## config.mk

```make
export PLATFORM = sky130hd
export DESIGN_NAME = vector_mem_sequencer_flat
export DESIGN_NICKNAME = d
export VERILOG_FILES = /design/src/rtl/vector_mem_sequencer_if.sv /design/src/rtl/vector_mem_sequencer.sv /design/src/flat_wrapper.sv
export SDC_FILE = /design/constraint.sdc
export NUM_CORES = 1
export LEC_CHECK = 0
export CORE_AREA = 2 2 294 296
export CTS_BUF_LIST = sky130_fd_sc_hd__clkbuf_4
export DETAILED_ROUTE_END_ITERATION = 10
export DIE_AREA = 0 0 296 298
export GPL_ROUTABILITY_DRIVEN = 0
export PLACE_DENSITY = 0.5
export SYNTH_ARGS = -nofsm -noshare
export SYNTH_HDL_FRONTEND = slang
export SYNTH_SLANG_ARGS = --single-unit
```

## constraint.sdc

```tcl
create_clock -name clk -period 2.85 [get_ports clk]
set_input_delay 0.57 -clock clk [delete_from_list [all_inputs] [get_ports clk]]
set_output_delay 0.57 -clock clk [all_outputs]
set_load 0.03 [all_outputs]
```

## src/rtl/vector_mem_sequencer_if.sv

```systemverilog
// Bundle of the vector-request, scalar-stage and data-memory signals around vector_mem_sequencer.
`default_nettype none

interface vector_mem_sequencer_if #(
  parameter int N = 32,
  parameter int V = 256
);
  logic           start;
  logic           write;
  logic [N-1:0]   base_addr;
  logic [V-1:0]   wdata_v;
  logic           busy;
  logic           done;
  logic [V-1:0]   rdata_v;

  logic [N-1:0]   s_addr;
  logic [N-1:0]   s_wdata;
  logic           s_rden;
  logic           s_wren;
  logic [N/8-1:0] s_byteena;
  logic [N-1:0]   s_rdata;

  logic [N-1:0]   mem_addr;
  logic [N-1:0]   mem_wdata;
  logic           mem_rden;
  logic           mem_wren;
  logic [N/8-1:0] mem_byteena;
  logic [N-1:0]   mem_rdata;

  modport slave (
    input  start, write, base_addr, wdata_v,
    output busy, done, rdata_v,
    input  s_addr, s_wdata, s_rden, s_wren, s_byteena,
    output s_rdata,
    output mem_addr, mem_wdata, mem_rden, mem_wren, mem_byteena,
    input  mem_rdata
  );

  modport master (
    output start, write, base_addr, wdata_v,
    input  busy, done, rdata_v,
    output s_addr, s_wdata, s_rden, s_wren, s_byteena,
    input  s_rdata,
    input  mem_addr, mem_wdata, mem_rden, mem_wren, mem_byteena,
    output mem_rdata
  );
endinterface

`default_nettype wire

```

## src/rtl/vector_mem_sequencer.sv

```systemverilog
// Shares one N-bit data-memory port between scalar accesses and V-bit vector loads/stores,
// splitting each vector access into V/N word transactions.
`default_nettype none

module vector_mem_sequencer #(
  parameter int N = 32,
  parameter int V = 256
) (
  input  wire logic              clk,
  input  wire logic              rst,
  vector_mem_sequencer_if.slave  bus
);

  localparam int L  = V / N;
  localparam int IW = (L > 1) ? $clog2(L) : 1;

  typedef enum logic [2:0] {
    IDLE   = 3'd0,
    STORE  = 3'd1,
    LOAD   = 3'd2,
    LDRAIN = 3'd3,
    DONE   = 3'd4
  } state_t;

  state_t          state, state_nxt;
  logic [IW-1:0]   idx;
  logic [N-1:0]    eff_addr;
  logic [V-1:0]    store_buf;
  logic [V-1:0]    rdata_r;
  logic            pend;
  logic [IW-1:0]   pend_idx;

  logic            last_lane;
  logic [N-1:0]    lane_addr;
  logic [N-1:0]    lane_wdata;

  logic [N-1:0]    mem_addr_c;
  logic [N-1:0]    mem_wdata_c;
  logic            mem_rden_c;
  logic            mem_wren_c;
  logic [N/8-1:0]  mem_byteena_c;

  assign last_lane  = (idx == IW'(L - 1));
  assign lane_addr  = eff_addr + (N'(idx) << 2);
  assign lane_wdata = store_buf[idx*N +: N];

  always_ff @(posedge clk or negedge rst) begin
    if (!rst) begin
      state     <= IDLE;
      idx       <= '0;
      eff_addr  <= '0;
      store_buf <= '0;
      rdata_r   <= '0;
      pend      <= 1'b0;
      pend_idx  <= '0;
    end else begin
      state    <= state_nxt;
      pend     <= (state == LOAD);
      pend_idx <= idx;
      if (state == IDLE && bus.start) begin
        eff_addr  <= bus.base_addr & ~N'(3);
        store_buf <= bus.wdata_v;
        idx       <= '0;
      end else if (state == STORE || state == LOAD) begin
        idx <= last_lane ? '0 : idx + 1'b1;
      end
      // Synchronous-read data for the lane requested on the previous edge
      if (pend) begin
        rdata_r[pend_idx*N +: N] <= bus.mem_rdata;
      end
    end
  end

  always_comb begin
    state_nxt     = state;
    mem_addr_c    = '0;
    mem_wdata_c   = '0;
    mem_rden_c    = 1'b0;
    mem_wren_c    = 1'b0;
    mem_byteena_c = '0;
    case (state)
      IDLE: begin
        mem_addr_c    = bus.s_addr;
        mem_wdata_c   = bus.s_wdata;
        mem_rden_c    = bus.s_rden;
        mem_wren_c    = bus.s_wren;
        mem_byteena_c = bus.s_byteena;
        if (bus.start) begin
          state_nxt = bus.write ? STORE : LOAD;
        end
      end
      STORE: begin
        mem_addr_c    = lane_addr;
        mem_wdata_c   = lane_wdata;
        mem_wren_c    = 1'b1;
        mem_byteena_c = '1;
        if (last_lane) begin
          state_nxt = DONE;
        end
      end
      LOAD: begin
        mem_addr_c    = lane_addr;
        mem_rden_c    = 1'b1;
        mem_byteena_c = '1;
        if (last_lane) begin
          state_nxt = LDRAIN;
        end
      end
      LDRAIN: begin
        state_nxt = DONE;
      end
      DONE: begin
        mem_addr_c    = bus.s_addr;
        mem_wdata_c   = bus.s_wdata;
        mem_rden_c    = bus.s_rden;
        mem_wren_c    = bus.s_wren;
        mem_byteena_c = bus.s_byteena;
        state_nxt     = IDLE;
      end
      default: begin
        state_nxt = IDLE;
      end
    endcase
  end

  assign bus.busy        = (state == STORE) || (state == LOAD) || (state == LDRAIN);
  assign bus.done        = (state == DONE);
  assign bus.rdata_v     = rdata_r;
  assign bus.s_rdata     = bus.mem_rdata;
  assign bus.mem_addr    = mem_addr_c;
  assign bus.mem_wdata   = mem_wdata_c;
  assign bus.mem_rden    = mem_rden_c;
  assign bus.mem_wren    = mem_wren_c;
  assign bus.mem_byteena = mem_byteena_c;

endmodule

`default_nettype wire

```

## src/flat_wrapper.sv

```systemverilog
// flat-port wrapper written by rule: the top's interface ports become plain ports
module vector_mem_sequencer_flat 
#(
  parameter int N = 32,
  parameter int V = 256
)
  (clk, rst, bus_start, bus_write, bus_base_addr, bus_wdata_v, bus_busy, bus_done, bus_rdata_v, bus_s_addr, bus_s_wdata, bus_s_rden, bus_s_wren, bus_s_byteena, bus_s_rdata, bus_mem_addr, bus_mem_wdata, bus_mem_rden, bus_mem_wren, bus_mem_byteena, bus_mem_rdata);
  vector_mem_sequencer_if #(.N(N), .V(V)) bus_i ();
  input  wire logic clk;
  input  wire logic rst;
  input wire logic [$bits(bus_i.start)-1:0] bus_start;
  input wire logic [$bits(bus_i.write)-1:0] bus_write;
  input wire logic [$bits(bus_i.base_addr)-1:0] bus_base_addr;
  input wire logic [$bits(bus_i.wdata_v)-1:0] bus_wdata_v;
  output wire logic [$bits(bus_i.busy)-1:0] bus_busy;
  output wire logic [$bits(bus_i.done)-1:0] bus_done;
  output wire logic [$bits(bus_i.rdata_v)-1:0] bus_rdata_v;
  input wire logic [$bits(bus_i.s_addr)-1:0] bus_s_addr;
  input wire logic [$bits(bus_i.s_wdata)-1:0] bus_s_wdata;
  input wire logic [$bits(bus_i.s_rden)-1:0] bus_s_rden;
  input wire logic [$bits(bus_i.s_wren)-1:0] bus_s_wren;
  input wire logic [$bits(bus_i.s_byteena)-1:0] bus_s_byteena;
  output wire logic [$bits(bus_i.s_rdata)-1:0] bus_s_rdata;
  output wire logic [$bits(bus_i.mem_addr)-1:0] bus_mem_addr;
  output wire logic [$bits(bus_i.mem_wdata)-1:0] bus_mem_wdata;
  output wire logic [$bits(bus_i.mem_rden)-1:0] bus_mem_rden;
  output wire logic [$bits(bus_i.mem_wren)-1:0] bus_mem_wren;
  output wire logic [$bits(bus_i.mem_byteena)-1:0] bus_mem_byteena;
  input wire logic [$bits(bus_i.mem_rdata)-1:0] bus_mem_rdata;
  assign bus_i.start = bus_start;
  assign bus_i.write = bus_write;
  assign bus_i.base_addr = bus_base_addr;
  assign bus_i.wdata_v = bus_wdata_v;
  assign bus_busy = bus_i.busy;
  assign bus_done = bus_i.done;
  assign bus_rdata_v = bus_i.rdata_v;
  assign bus_i.s_addr = bus_s_addr;
  assign bus_i.s_wdata = bus_s_wdata;
  assign bus_i.s_rden = bus_s_rden;
  assign bus_i.s_wren = bus_s_wren;
  assign bus_i.s_byteena = bus_s_byteena;
  assign bus_s_rdata = bus_i.s_rdata;
  assign bus_mem_addr = bus_i.mem_addr;
  assign bus_mem_wdata = bus_i.mem_wdata;
  assign bus_mem_rden = bus_i.mem_rden;
  assign bus_mem_wren = bus_i.mem_wren;
  assign bus_mem_byteena = bus_i.mem_byteena;
  assign bus_i.mem_rdata = bus_mem_rdata;
  vector_mem_sequencer #(.N(N), .V(V)) u_core (.clk(clk), .rst(rst), .bus(bus_i));
endmodule
```

==> results.toml <==
[synth]
synth_area_mm2 = 0.02387
synth_top_area_frac = 0.5787
ys_seq_area_frac = 0.5787
synth-seq-cells = 552
synthCells = 2476
ys_warn_count = 0
yosys.area.top_type = "dfrtp_1"
syn_avg_cell_area_um2 = 9.640
synth.area.top_cells = "dfrtp_1 (58%), nand2_1 (19%), mux4_2 (6.0%), o21ai_0 (4.4%), mux2_2 (3.2%)"
synth_fp_nets = 2878
synth.distinct_cells = 40

[cells_and_area]
final_cells = 4701
fin_nets = 3833
multi_input_comb_area_mm2 = 0.009896
fin_util = 0.4403
seqCellArea_mm2 = 0.01382
area_delta_synth_final_pct = 56.58
fillers = 8338
layout-drive-gt1-share = 0.2162

[run_status]
status = "finished with violations"
violations = "negative setup slack"

[timing]
setup-tns-final_ns = -34.48
min_period_ns = 3.595
finalWorstSetupSlack_ns = -0.7452
slew_headroom = 0.5112
finClkSkew_ns = 0.05985
hold_viol_final = 0
min_period_over_period = 1.261
report.final.slew_viol_count = 0
max_freq_mhz = 278.2
tightest_slew_ns = 0.7333
rsz0062_at_grt = "yes"
finalSetupViolCount = 64

[clock_network]
h-tree-depth = 4
clk_path_buf_depth = 3
clockRootBuffer = "clkbuf_4"
cts_tree = "done"
cts_made_buffers = 156
cts_sinks = 552
clkSlewWorstSetupHoldPaths_ns = 0.07
clk_latency_ns = 0.94

[pwr]
p_leak_nw = 17.58
power_w = 0.04463
powerDensity_mw_per_mm2 = 1194
peakVddDrop_v = 0.0005977

[worst_setup_path]
cp-end-kind = "primary output"
required_ns = 2.28
cp.arrival_ns = 3.03
r2r_cells = 7
r2r_slack_ns = 0.43
reg2reg_from = "u_core.pend_idx[1]"
path_class = "reg -> out"
r2r-end = "u_core.bus.rdata_v[0]"
critPathLaunchType = "flip-flop"
path_max_fanout = 3

[min_path]
hold_class = "in -> async"

[grt]
first_global_vias = 22730
grt_start_max_net_pins = 75
grt_pass1_wl_um = 143500
antenna_found_initial = 22
grt_use_total = 0.2202
grt_overflow = 0

[flow_run]
maxCapViolations = 0

[route]
dr.pass1.iters = 5
wirelength_um = 98670
detail-route-antenna-nets = 0
drc = 0
wl_per_cell_um = 20.99
avgViaCountPerCell = 4.556
vias = 21420
drt_iter0_markers = 1090

[placed_design]
io_buffers = 751
place_hpwl_um = 72500
dp.cells = 4317
dp_slack_ns = -0.2081

[floorplan]
rows = 107
ios = 754
die_y_um = 298
initial_core_util = 0.2812
core_mm2 = 0.08488
die-area_mm2 = 0.08821
fp.dieW_um = 296
cells in the final DEF, fill, tap and decap left out, types with 46 or more instances in the layout:
master           instances
nand2_1               1176
clkdlybuf4s50_1        656
dfrtp_1                547
clkbuf_4               232
buf_4                  179
o21ai_0                174
o21ai_1                 71
mux2_2                  68
mux4_2                  64
buf_12                  53
dlygate4sd3_1           46
how the worst max path moves through the flow:
| stage | from | end | slack, ns |
|---|---|---|---|
| floorplan | u_core.idx[0] | bus_mem_addr[8] | 0.02 |
| detailed placement | u_core.idx[0] | bus_mem_addr[28] | -0.21 |
| finish | u_core.idx[0] | bus_mem_addr[28] | -0.75 |
| global placement | u_core.idx[0] | bus_mem_addr[28] | -0.23 |
| CTS | u_core.idx[0] | bus_mem_addr[16] | -0.92 |
| global route | u_core.idx[0] | bus_mem_addr[16] | -0.93 |
registers in the layout, indices dropped and copies added, names as in the netlist:
register / flops
u_core.eff_addr: 30
u_core.bus.rdata_v: 256
u_core.state: 3
u_core.store_buf: 256
u_core.pend: 1
u_core.idx: 3
u_core.pend_idx: 3
power by group:
group | switching (W) | internal [W] | leakage, nW
logic | 0.0134 | 0.0103 | 10.1
clock network | 0.00353 | 0.00401 | 1.20
registers | 0.00211 | 0.0113 | 6.29
worst max-delay path: stages, from the launching register on:
cell and delay [ns]:
dfrtp_4 0.51, ha_4 0.17, fa_2 0.35, a21o_4 0.24, nor4b_4 0.14, buf_4 0.14, nand4_1 0.09, xor2_1 0.20
o21ai_1 0.10, buf_4 0.17
layer usage:
layer  vias to the layer above  track usage  share of wire
li1                      10030            -              -
met2                       773       0.3811           0.50
met1                     10410       0.2591           0.40
met3                       185      0.05804          0.069
met5                         -            0         0.0015
met4                        22      0.08526          0.031
area by class of cell:
| cell class | instances | share of cell area |
|---|---|---|
| Sequential cell | 552 | 0.3699 |
| Timing Repair Buffer | 985 | 0.2708 |
| Multi-Input combinational cell | 1725 | 0.2648 |
| Clock buffer | 232 | 0.04660 |
| Tap cell | 1144 | 0.03830 |
| Clock inverter | 42 | 0.007801 |
| Inverter | 11 | 0.001105 |
| Antenna cell | 10 | 0.0006696 |
stage by stage:
step,area [um2],hold slack (ns)
2_1_floorplan,23870,0.2744
3_3_place_gp,33440,0.4525
3_5_place_dp,33440,0.4586
4_1_cts,36860,0.0007525
5_1_grt,37370,0.05360
6_report,37370,0.1536
cells by family (layout without fill, tap and decap cells):
group,count (synthesis),count (layout),synth area share
AND/OR/NAND/NOR,1260,1260,0.2071
flip-flops,552,552,0.5787
AO/OA/AOI/OAI,264,264,0.05609
buffers and inverters,199,1270,0.03701
multiplexers,164,164,0.1059
XOR/XNOR,29,29,0.01064
adder cells (fa/ha/maj),8,8,0.004508
other,0,10,0
what timing repair did:
action | CTS | global route
gates resized for setup | 261 | 125
hold endpoints to repair | 494 | 0
setup endpoints to repair | 77 | 71
hold buffers | 46 | 0
setup buffers | 21 | 28
gates cloned | 5 | 2
pin swaps | 25 | 33
cells in the mapped netlist, drive strengths merged:
master  count
nand2    1188
dfrtp     552
o21ai     254
clkbuf    141
mux2       68
mux4       64
buf        47
mux2i      32
xnor2      21
nor2       13
inv        11
nand3      11
nor4        9
xor2        8
ha          7
nand4       7
nor3        7
or3         6
a21oi       4
and2        4
nand2b      4
a21o        3
a22o        2
and4        2
nor3b       2
nor4b       2
a211oi      1
fa          1
nand3b      1
nor2b       1
or2         1
or4         1
or4b        1
Note: power is estimated with default switching activity, not from simulation.
